--- config.mk ---
export PLATFORM = sky130hd
export DESIGN_NAME = sim_run_ctrl
export DESIGN_NICKNAME = d
export VERILOG_FILES = /design/src/rtl/sim_run_pkg.sv /design/src/rtl/sat_counter.sv /design/src/rtl/sim_run_ctrl.sv
export SDC_FILE = /design/constraint.sdc
export NUM_CORES = 1
export LEC_CHECK = 0
export CAP_MARGIN = 0
export CORE_ASPECT_RATIO = 0.9
export CORE_UTILIZATION = 40
export DETAILED_ROUTE_END_ITERATION = 7
export PLACE_DENSITY_LB_ADDON = 0.3
export SLEW_MARGIN = 20
export SYNTH_ARGS = -nofsm -noshare
export SYNTH_HDL_FRONTEND = slang
export SYNTH_SLANG_ARGS = --single-unit
--- constraint.sdc ---
create_clock -name clk -period 10.4 [get_ports clk]
set_input_delay 2.08 -clock clk [delete_from_list [all_inputs] [get_ports clk]]
set_output_delay 2.08 -clock clk [all_outputs]
set_load 0.02 [all_outputs]
--- src/rtl/sim_run_pkg.sv ---
// Shared types and constants for the simulation run controller.
// Holds the sequencer state encoding, the halt-cause codes and the
// default tohost store address used to signal end of test.
package sim_run_pkg;

    typedef enum logic [1:0] {
        S_HOLD = 2'd0,
        S_RUN  = 2'd1,
        S_HALT = 2'd2
    } run_state_t;

    localparam logic [1:0] CAUSE_NONE    = 2'd0;
    localparam logic [1:0] CAUSE_TOHOST  = 2'd1;
    localparam logic [1:0] CAUSE_TIMEOUT = 2'd2;
    localparam logic [1:0] CAUSE_STALL   = 2'd3;

    localparam logic [31:0] DEFAULT_TOHOST_ADDR = 32'h0000_1000;

endpackage

--- src/rtl/sat_counter.sv ---
// Saturating up-counter with asynchronous reset, synchronous clear and
// count enable. Once it reaches all-ones it holds there until cleared.
module sat_counter #(
    parameter int W = 8
) (
    input  logic         clk,
    input  logic         rst,
    input  logic         clr,
    input  logic         en,
    output logic [W-1:0] count
);

    // Count up on enable, stop at all-ones, clear has priority over enable
    always_ff @(posedge clk or posedge rst) begin
        if (rst) begin
            count <= '0;
        end else if (clr) begin
            count <= '0;
        end else if (en && (count != '1)) begin
            count <= count + 1'b1;
        end
    end

endmodule

--- src/rtl/sim_run_ctrl.sv ---
// Run controller between the bench clock/reset and the CPU top.
// Stretches reset to the core, then counts run cycles and retires until
// a tohost store, a retire stall or the cycle budget ends the run, and
// latches the verdict as registered status outputs.
// Optional macro SIM_RUN_CTRL_LOOP_DETECT_EN adds self-loop detection
// (a retire whose PC repeats the previous retired PC halts with cause 3).
module sim_run_ctrl
    import sim_run_pkg::*;
#(
    parameter int               XLEN        = 32,
    parameter int               CNT_W       = 32,
    parameter int               RST_CYCLES  = 5,
    parameter int               MAX_CYCLES  = 1100,
    parameter int               STALL_LIMIT = 64,
    parameter logic [XLEN-1:0]  TOHOST_ADDR = DEFAULT_TOHOST_ADDR
) (
    input  logic              clk,
    input  logic              rst,
    input  logic              retire_valid,
    input  logic [XLEN-1:0]   retire_pc,
    input  logic              dmem_we,
    input  logic [XLEN-1:0]   dmem_addr,
    input  logic [XLEN-1:0]   dmem_wdata,
    output logic              core_rst,
    output logic              running,
    output logic              done,
    output logic              halt_pulse,
    output logic [1:0]        halt_cause,
    output logic              pass,
    output logic [XLEN-2:0]   fail_code,
    output logic [CNT_W-1:0]  cycle_cnt,
    output logic [CNT_W-1:0]  instret_cnt
);

    localparam int HOLD_W  = $clog2(RST_CYCLES + 1);
    localparam int STALL_W = $clog2(STALL_LIMIT + 1);

    run_state_t         state;
    run_state_t         state_d;
    logic [HOLD_W-1:0]  hold_cnt;
    logic [STALL_W-1:0] stall_cnt;
    logic               in_hold;
    logic               in_run;
    logic               tohost_hit;
    logic               loop_hit;
    logic               stall_hit;
    logic               timeout_hit;
    logic               halt_det;
    logic [1:0]         cause_d;
    logic               pass_d;
    logic [XLEN-2:0]    fail_d;

    assign in_hold = (state == S_HOLD);
    assign in_run  = (state == S_RUN);

    assign core_rst = in_hold;
    assign running  = in_run;
    assign done     = (state == S_HALT);

    sat_counter #(.W(HOLD_W)) u_hold_cnt (
        .clk   (clk),
        .rst   (rst),
        .clr   (1'b0),
        .en    (in_hold),
        .count (hold_cnt)
    );

    sat_counter #(.W(CNT_W)) u_cycle_cnt (
        .clk   (clk),
        .rst   (rst),
        .clr   (1'b0),
        .en    (in_run),
        .count (cycle_cnt)
    );

    sat_counter #(.W(CNT_W)) u_instret_cnt (
        .clk   (clk),
        .rst   (rst),
        .clr   (1'b0),
        .en    (in_run && retire_valid),
        .count (instret_cnt)
    );

    sat_counter #(.W(STALL_W)) u_stall_cnt (
        .clk   (clk),
        .rst   (rst),
        .clr   (in_run && retire_valid),
        .en    (in_run && !retire_valid),
        .count (stall_cnt)
    );

    assign tohost_hit  = in_run && dmem_we && (dmem_addr == TOHOST_ADDR) && dmem_wdata[0];
    assign stall_hit   = in_run && !retire_valid && (stall_cnt == STALL_W'(STALL_LIMIT - 1));
    assign timeout_hit = in_run && (cycle_cnt == CNT_W'(MAX_CYCLES - 1));

`ifdef SIM_RUN_CTRL_LOOP_DETECT_EN
    logic [XLEN-1:0] prev_pc;

    // Remember the last retired PC so a `j .` self-loop is spotted on its second retire
    always_ff @(posedge clk or posedge rst) begin
        if (rst) begin
            prev_pc <= '1;
        end else if (in_run && retire_valid) begin
            prev_pc <= retire_pc;
        end
    end

    assign loop_hit = in_run && retire_valid && (retire_pc == prev_pc);
`else
    logic unused_retire_pc;

    assign unused_retire_pc = ^retire_pc;
    assign loop_hit         = 1'b0;
`endif

    // Sequencer state register; reset lands in the hold state from anywhere
    always_ff @(posedge clk or posedge rst) begin
        if (rst) begin
            state <= S_HOLD;
        end else begin
            state <= state_d;
        end
    end

    // Next-state and verdict selection; tohost beats loop beats stall beats timeout
    always_comb begin
        state_d  = state;
        halt_det = 1'b0;
        cause_d  = CAUSE_NONE;
        pass_d   = 1'b0;
        fail_d   = '0;
        case (state)
            S_HOLD: begin
                if (hold_cnt == HOLD_W'(RST_CYCLES - 1)) begin
                    state_d = S_RUN;
                end
            end
            S_RUN: begin
                if (tohost_hit) begin
                    halt_det = 1'b1;
                    cause_d  = CAUSE_TOHOST;
                    pass_d   = (dmem_wdata[XLEN-1:1] == '0);
                    fail_d   = dmem_wdata[XLEN-1:1];
                end else if (loop_hit || stall_hit) begin
                    halt_det = 1'b1;
                    cause_d  = CAUSE_STALL;
                end else if (timeout_hit) begin
                    halt_det = 1'b1;
                    cause_d  = CAUSE_TIMEOUT;
                end
                if (halt_det) begin
                    state_d = S_HALT;
                end
            end
            S_HALT: begin
                state_d = S_HALT;
            end
            default: begin
                state_d = S_HOLD;
            end
        endcase
    end

    // Latch the verdict on the halt edge and pulse for the first halted cycle
    always_ff @(posedge clk or posedge rst) begin
        if (rst) begin
            halt_pulse <= 1'b0;
            halt_cause <= CAUSE_NONE;
            pass       <= 1'b0;
            fail_code  <= '0;
        end else begin
            halt_pulse <= halt_det;
            if (halt_det) begin
                halt_cause <= cause_d;
                pass       <= pass_d;
                fail_code  <= fail_d;
            end
        end
    end

endmodule
---- Word-level counts from Yosys, hierarchy flattened ----
Index checks and enable logic that the tools add are counted.
storage, ports and cells
  register bits ........................... 111
  bits in latches ......................... 0
  RAM bits ................................ 0
  bits in read-only memories .............. 0
  input port bits ......................... 100
  output and inout port bits .............. 102
  logic and storage cells ................. 59
  memories kept ........................... 0
operators by class
  $add $sub $neg .......................... 4
  $mul .................................... 0
  div/mod/pow operators ................... 0
  $lt $le $gt $ge ......................... 0
  equal/unequal tests ..................... 12
  shift-type cells ........................ 0
  multiplexer cells ....................... 18
  bitwise operators ....................... 0
  reduce and logical (&&, ||, !) cells .... 16
operators with widths
  operator                                                number
  adder 32 x 1 -> 32 bit (second input constant)          2
  inequality test 32 bit (second input constant)          2
  2-to-1 mux 31 bit                                       2
  equality test 32 x 11 -> 1 bit (second input constant)  1
  equality test 32 x 13 -> 1 bit (second input constant)  1
  zero test 31 bit                                        1
  2-to-1 mux 7 bit                                        2
  2-to-1 mux 2 bit                                        6
  logical AND 1 bit                                       11
  adder 7 x 1 -> 7 bit (second input constant)            1
  equality test 7 x 6 -> 1 bit (second input constant)    1
  2-to-1 mux 1 bit                                        7
  inequality test 7 bit (second input constant)           1
  one-hot mux 2 bit (3 select lines)                      1
  adder 3 x 1 -> 3 bit (second input constant)            1
  equality test 3 bit (second input constant)             1
  inequality test 3 bit (second input constant)           1
  equality test 2 x 1 -> 1 bit (second input constant)    1
  equality test 2 bit (second input constant)             1
  zero test 2 bit                                         1
  inequality test 2 x 1 -> 1 bit (second input constant)  1
  inequality test 2 bit (second input constant)           1
  AND reduction 2 bit                                     1
  nonzero test 2 bit                                      1
  zero test 1 bit                                         1

---- Longest topological paths before layout ----
  depth in word-level cells ............... 8
  depth in mapped cells ................... 8
  gate-level depth less buffers ........... 7

---- Modules after synthesis ----
From an unflattened synthesis, not the netlist that was laid out.
second synthesis, totals
  cell total of the unflattened synthesis .. 567
  area total of the unflattened synthesis .. 5780.5 µm²
modules (own cells, without submodules)
  module                         instances  cells each  area an instance (µm²)  seq. area each (µm²)
  sat_counter (u_cycle_cnt ...)  2          186         1740.4                  800.8
  sim_run_ctrl                   1          141         1711.6                  925.9
  sat_counter (u_stall_cnt)      1          38          400.4                   175.2
  sat_counter (u_hold_cnt)       1          16          187.7                   75.1

---- Worst setup path before layout ----
No wires, ideal clock.
  path kind ............................... input-to-reg
  from .................................... input dmem_addr[26]
  to ...................................... register state[1]
  library setup time ...................... 125 ps
  data arrival time ....................... 3343 ps
  setup slack ............................. 6932 ps
  cell stages on the path ................. 6
  cell sequence ........................... nor4_1 nand4_1 nor4_1 buf_2 o31ai_1 mux2_2
on the way
  longest elaborated chain between the ends .. 7
RTL lines
  what                                      line                 text
  from (decl)                               sim_run_ctrl.sv:22   input logic [XLEN-1:0] dmem_addr,
  equality test 32 x 13 -> 1 bit            sim_run_ctrl.sv:92   assign tohost_hit = in_run && dmem_we && (dmem_addr == TOHOST_ADDR) && dmem_wdata[0];
  logical AND 1 bit (2 in series)           sim_run_ctrl.sv:92
  2-to-1 mux 1 bit                          sim_run_ctrl.sv:139  if (tohost_hit) begin
  2-to-1 mux 1 bit                          sim_run_ctrl.sv:132  case (state)
  inequality test 2 x 1 -> 1 bit (no line)  --
  AND reduction 2 bit (no line)             --
  to (signal assigned)                      sim_run_ctrl.sv:121  state <= state_d;
  to (decl)                                 sim_run_ctrl.sv:38   run_state_t state;
No other way between the ends. The select of a mux whose other input is x is not followed.
A chain may end at the register's enable or synchronous reset.

---- Worst setup path in the final report ----
  from .................................... input retire_valid
  to ...................................... register u_instret_cnt.count[17]
on the way
  longest elaborated chain between the ends .. 2
RTL lines
  what                  line                text
  from (decl)           sim_run_ctrl.sv:19  input logic retire_valid,
  logical AND 1 bit     sim_run_ctrl.sv:80  .en (in_run && retire_valid),
  logical AND 1 bit     sat_counter.sv:19   end else if (en && (count != '1)) begin
  to (signal assigned)  sat_counter.sv:20   count <= count + 1'b1;
  to (decl)             sat_counter.sv:10   output logic [W-1:0] count
No other way between the ends.

==> impl_metrics.yaml <==
worst_hold_path:
  hold_path.class: "reg -> reg"
clock_tree:
  hold_buffers: 0
  cts_num_sinks: 111
  clk_pin_slew_ns: 0.07
  htreeDepth: 3
  cts_tree: "yes"
  clock_latency_ns: 0.35
  cts_resized: 0
  cts_buffer_depth: 2
  cts_root_buf: "clkbuf_16"
  cts_made_buffers: 9
  post_cts_buffers: 0
global_route:
  grt_pass1_wl_mm: 21.8
  groute.usage.overall_pct: 20.3
  grt_overflow_total: 0
  antenna_found_initial: 0
  grt_pass1_vias: 4319
  grt_max_degree: 72
synthesis:
  ys_dominant_reg_cell: "dfrtp_1"
  synth.cell_area_um2: 5270
  synthCells: 486
  synth_edf_count: 0
  yosysSeqAreaShare_pct: 52.7
  synth_cell_type_count: 43
  syn_area_per_cell_um2: 10.8
  syn-num-nets: 595
  synth-async-reset-ratio_pct: 100
  yosysWarningCount: 0
  ys_ff_latch: 111
die:
  core-area_um2: 12800
  start_util_pct: 41.2
  ios: 202
  die_height_um: 111
  rows: 39
  die_w_um: 123
  die-area_um2: 13600
setup_path:
  r2r_end: "u_instret_cnt.count[17]"
  worst_ep_arrival_time_ns: 4.46
  crit_end: "u_instret_cnt.count[17]"
  r2r_start: "state[1]"
  rr_worst_depth: 8
  crit_required_ns: 10.68
  ff2ff_setup_slack_ns: 7.57
  path_max_fanout: 15
  startpoint: "retire_valid"
  critical_path_class: "in -> reg"
  crit_path_start_kind: "primary input"
  crit_path_end_kind: "flop"
timing:
  rsz0062_at_grt: "false"
  period_share_pct: 40.2
  period_minus_slack_ns: 4.18
  fin_ws_ns: 6.22
  tightest_slew_ns: 0.947
  max_freq_ghz: 0.239
  drv_slew: 0
  hold_violations: 0
  tns_ns: 0
  slew_headroom_pct: 36.3
  finalSetupViolCount: 0
  clock_skew_ns: 0.00918
drt:
  drc_errors: 0
  first_pass_iters: 6
  drt-wirelength-per-cell_um: 16.4
  wl_mm: 13.5
  drtIter0Drc: 286
  vias: 4426
  viasPerCell: 5.38
  drtAntennaViolNets: 0
place:
  post-dp-hpwl_mm: 9.62
  gp_congestion: 0.844
  portBuffers: 169
  place_area_um2: 7130
  dp_cells: 807
  dp_slack_ns: 5.90
finish:
  fin_cells: 823
  nNetsFinal: 763
  layout.cells.most_common: "clkdlybuf4s50_1"
  antenna_cells: 0
  drive_gt1_share_pct: 4.70
  design_area_um2: 7400
  area_growth_pct: 40.5
  layout_common_cells: "clkdlybuf4s50_1 (169), dfrtp_1 (111), nand2_1 (42)"
pwr:
  worst_ir_drop_vdd_mv: 0.0998
  p_per_area_nw_per_um2: 126
  p_leak_nw: 3.18
run_status:
  run_status: "complete, no violations"
flow_run:
  drv_cap: 0
-- synthesized netlist by cell type (2+ instances only) --
master	number	area [um^2]
a22o_1	32	280
and2_1	4	25.0
and3_1	7	43.8
and4_1	9	78.8
buf_2	7	35.0
buf_4	2	15.0
clkbuf_1	7	26.3
dfrtp_1	111	2780
ha_1	9	113
inv_1	13	48.8
mux2_2	4	45.0
nand2_1	42	158
nand2b_1	3	18.8
nand3_1	27	135
nand4_1	23	144
nor2_1	30	113
nor2b_1	2	12.5
nor3_1	16	80.1
nor4_1	32	200
nor4b_1	9	78.8
o2111ai_1	2	17.5
o21ai_0	8	40.0
o31ai_1	3	22.5
or2_2	2	12.5
or4_1	2	15.0
xnor2_1	28	245
xor2_1	36	315
-- registers in the layout, summed over array words and instances, names as in the netlist --
| signal | flops |
|---|---|
| u_cycle_cnt.count | 32 |
| u_instret_cnt.count | 32 |
| fail_code | 31 |
| u_stall_cnt.count | 7 |
| u_hold_cnt.count | 3 |
| halt_cause | 2 |
| state | 2 |
| halt_pulse | 1 |
| pass | 1 |
-- kinds of logic after synthesis --
group | after synthesis | share of synthesized area, %
DFF | 111 | 52.7
buffers and inverters | 29 | 2.37
adders and majority gates | 9 | 2.14
muxes | 4 | 0.855
xor gates and xnor gates | 64 | 10.6
and+or+nand+nor | 214 | 22.7
AOI/OAI and AO/OA | 55 | 8.62
-- worst max-delay path, stage by stage --
cell and delay [ns]:
clkdlybuf4s50_1 0.52, and2_1 0.33, nand4_1 0.61, or4_1 0.63, nor2_1 0.12, xor2_1 0.15
-- power breakdown --
group          total [mW]  switching [mW]  internal (mW)
Clock               0.322           0.152          0.170
Combinational       0.132          0.0648         0.0674
Sequential          0.479          0.0284          0.451
Total               0.933           0.245          0.689
-- cell type report --
class,count,area [um^2]
multi-input cells,346,2380
clock buffers,14,254
well taps,164,205
repair buffers,173,1720
inverters,13,51.3
clock inverters,2,16.3
flip-flops and latches,111,2780
fillers,1066,5380
-- metrics by stage --
step	utilization [%]	hold WS (ns)	total power, mW
2_1_floorplan	-	0.482	0.546
3_3_place_gp	55.8	0.477	0.615
3_5_place_dp	55.8	0.476	0.620
4_1_cts	57.9	0.493	0.946
5_1_grt	57.9	0.511	0.977
6_report	57.9	0.489	0.933
-- worst min path at each step --
stage	startpoint	endpoint	slack, ns	cells past startpoint
floorplan	u_stall_cnt.count[3]	u_stall_cnt.count[3]	0.48	1
global placement	u_instret_cnt.count[31]	u_instret_cnt.count[31]	0.48	1
detailed placement	u_instret_cnt.count[31]	u_instret_cnt.count[31]	0.48	1
CTS	u_instret_cnt.count[31]	u_instret_cnt.count[31]	0.49	1
global route	fail_code[10]	fail_code[10]	0.51	1
finish	u_instret_cnt.count[31]	u_instret_cnt.count[31]	0.49	1
-- per-layer routing --
metal	vias to the layer above	routed length, um	share of wire (%)	track usage [%]
met5	-	0	0	0
met4	0	106	0.79	5.78
met3	9	952	7.1	6.02
met2	135	6140	46	31.3
met1	2166	6290	47	27.7
li1	2116	-	-	-
(Power assumes the default switching activity.)
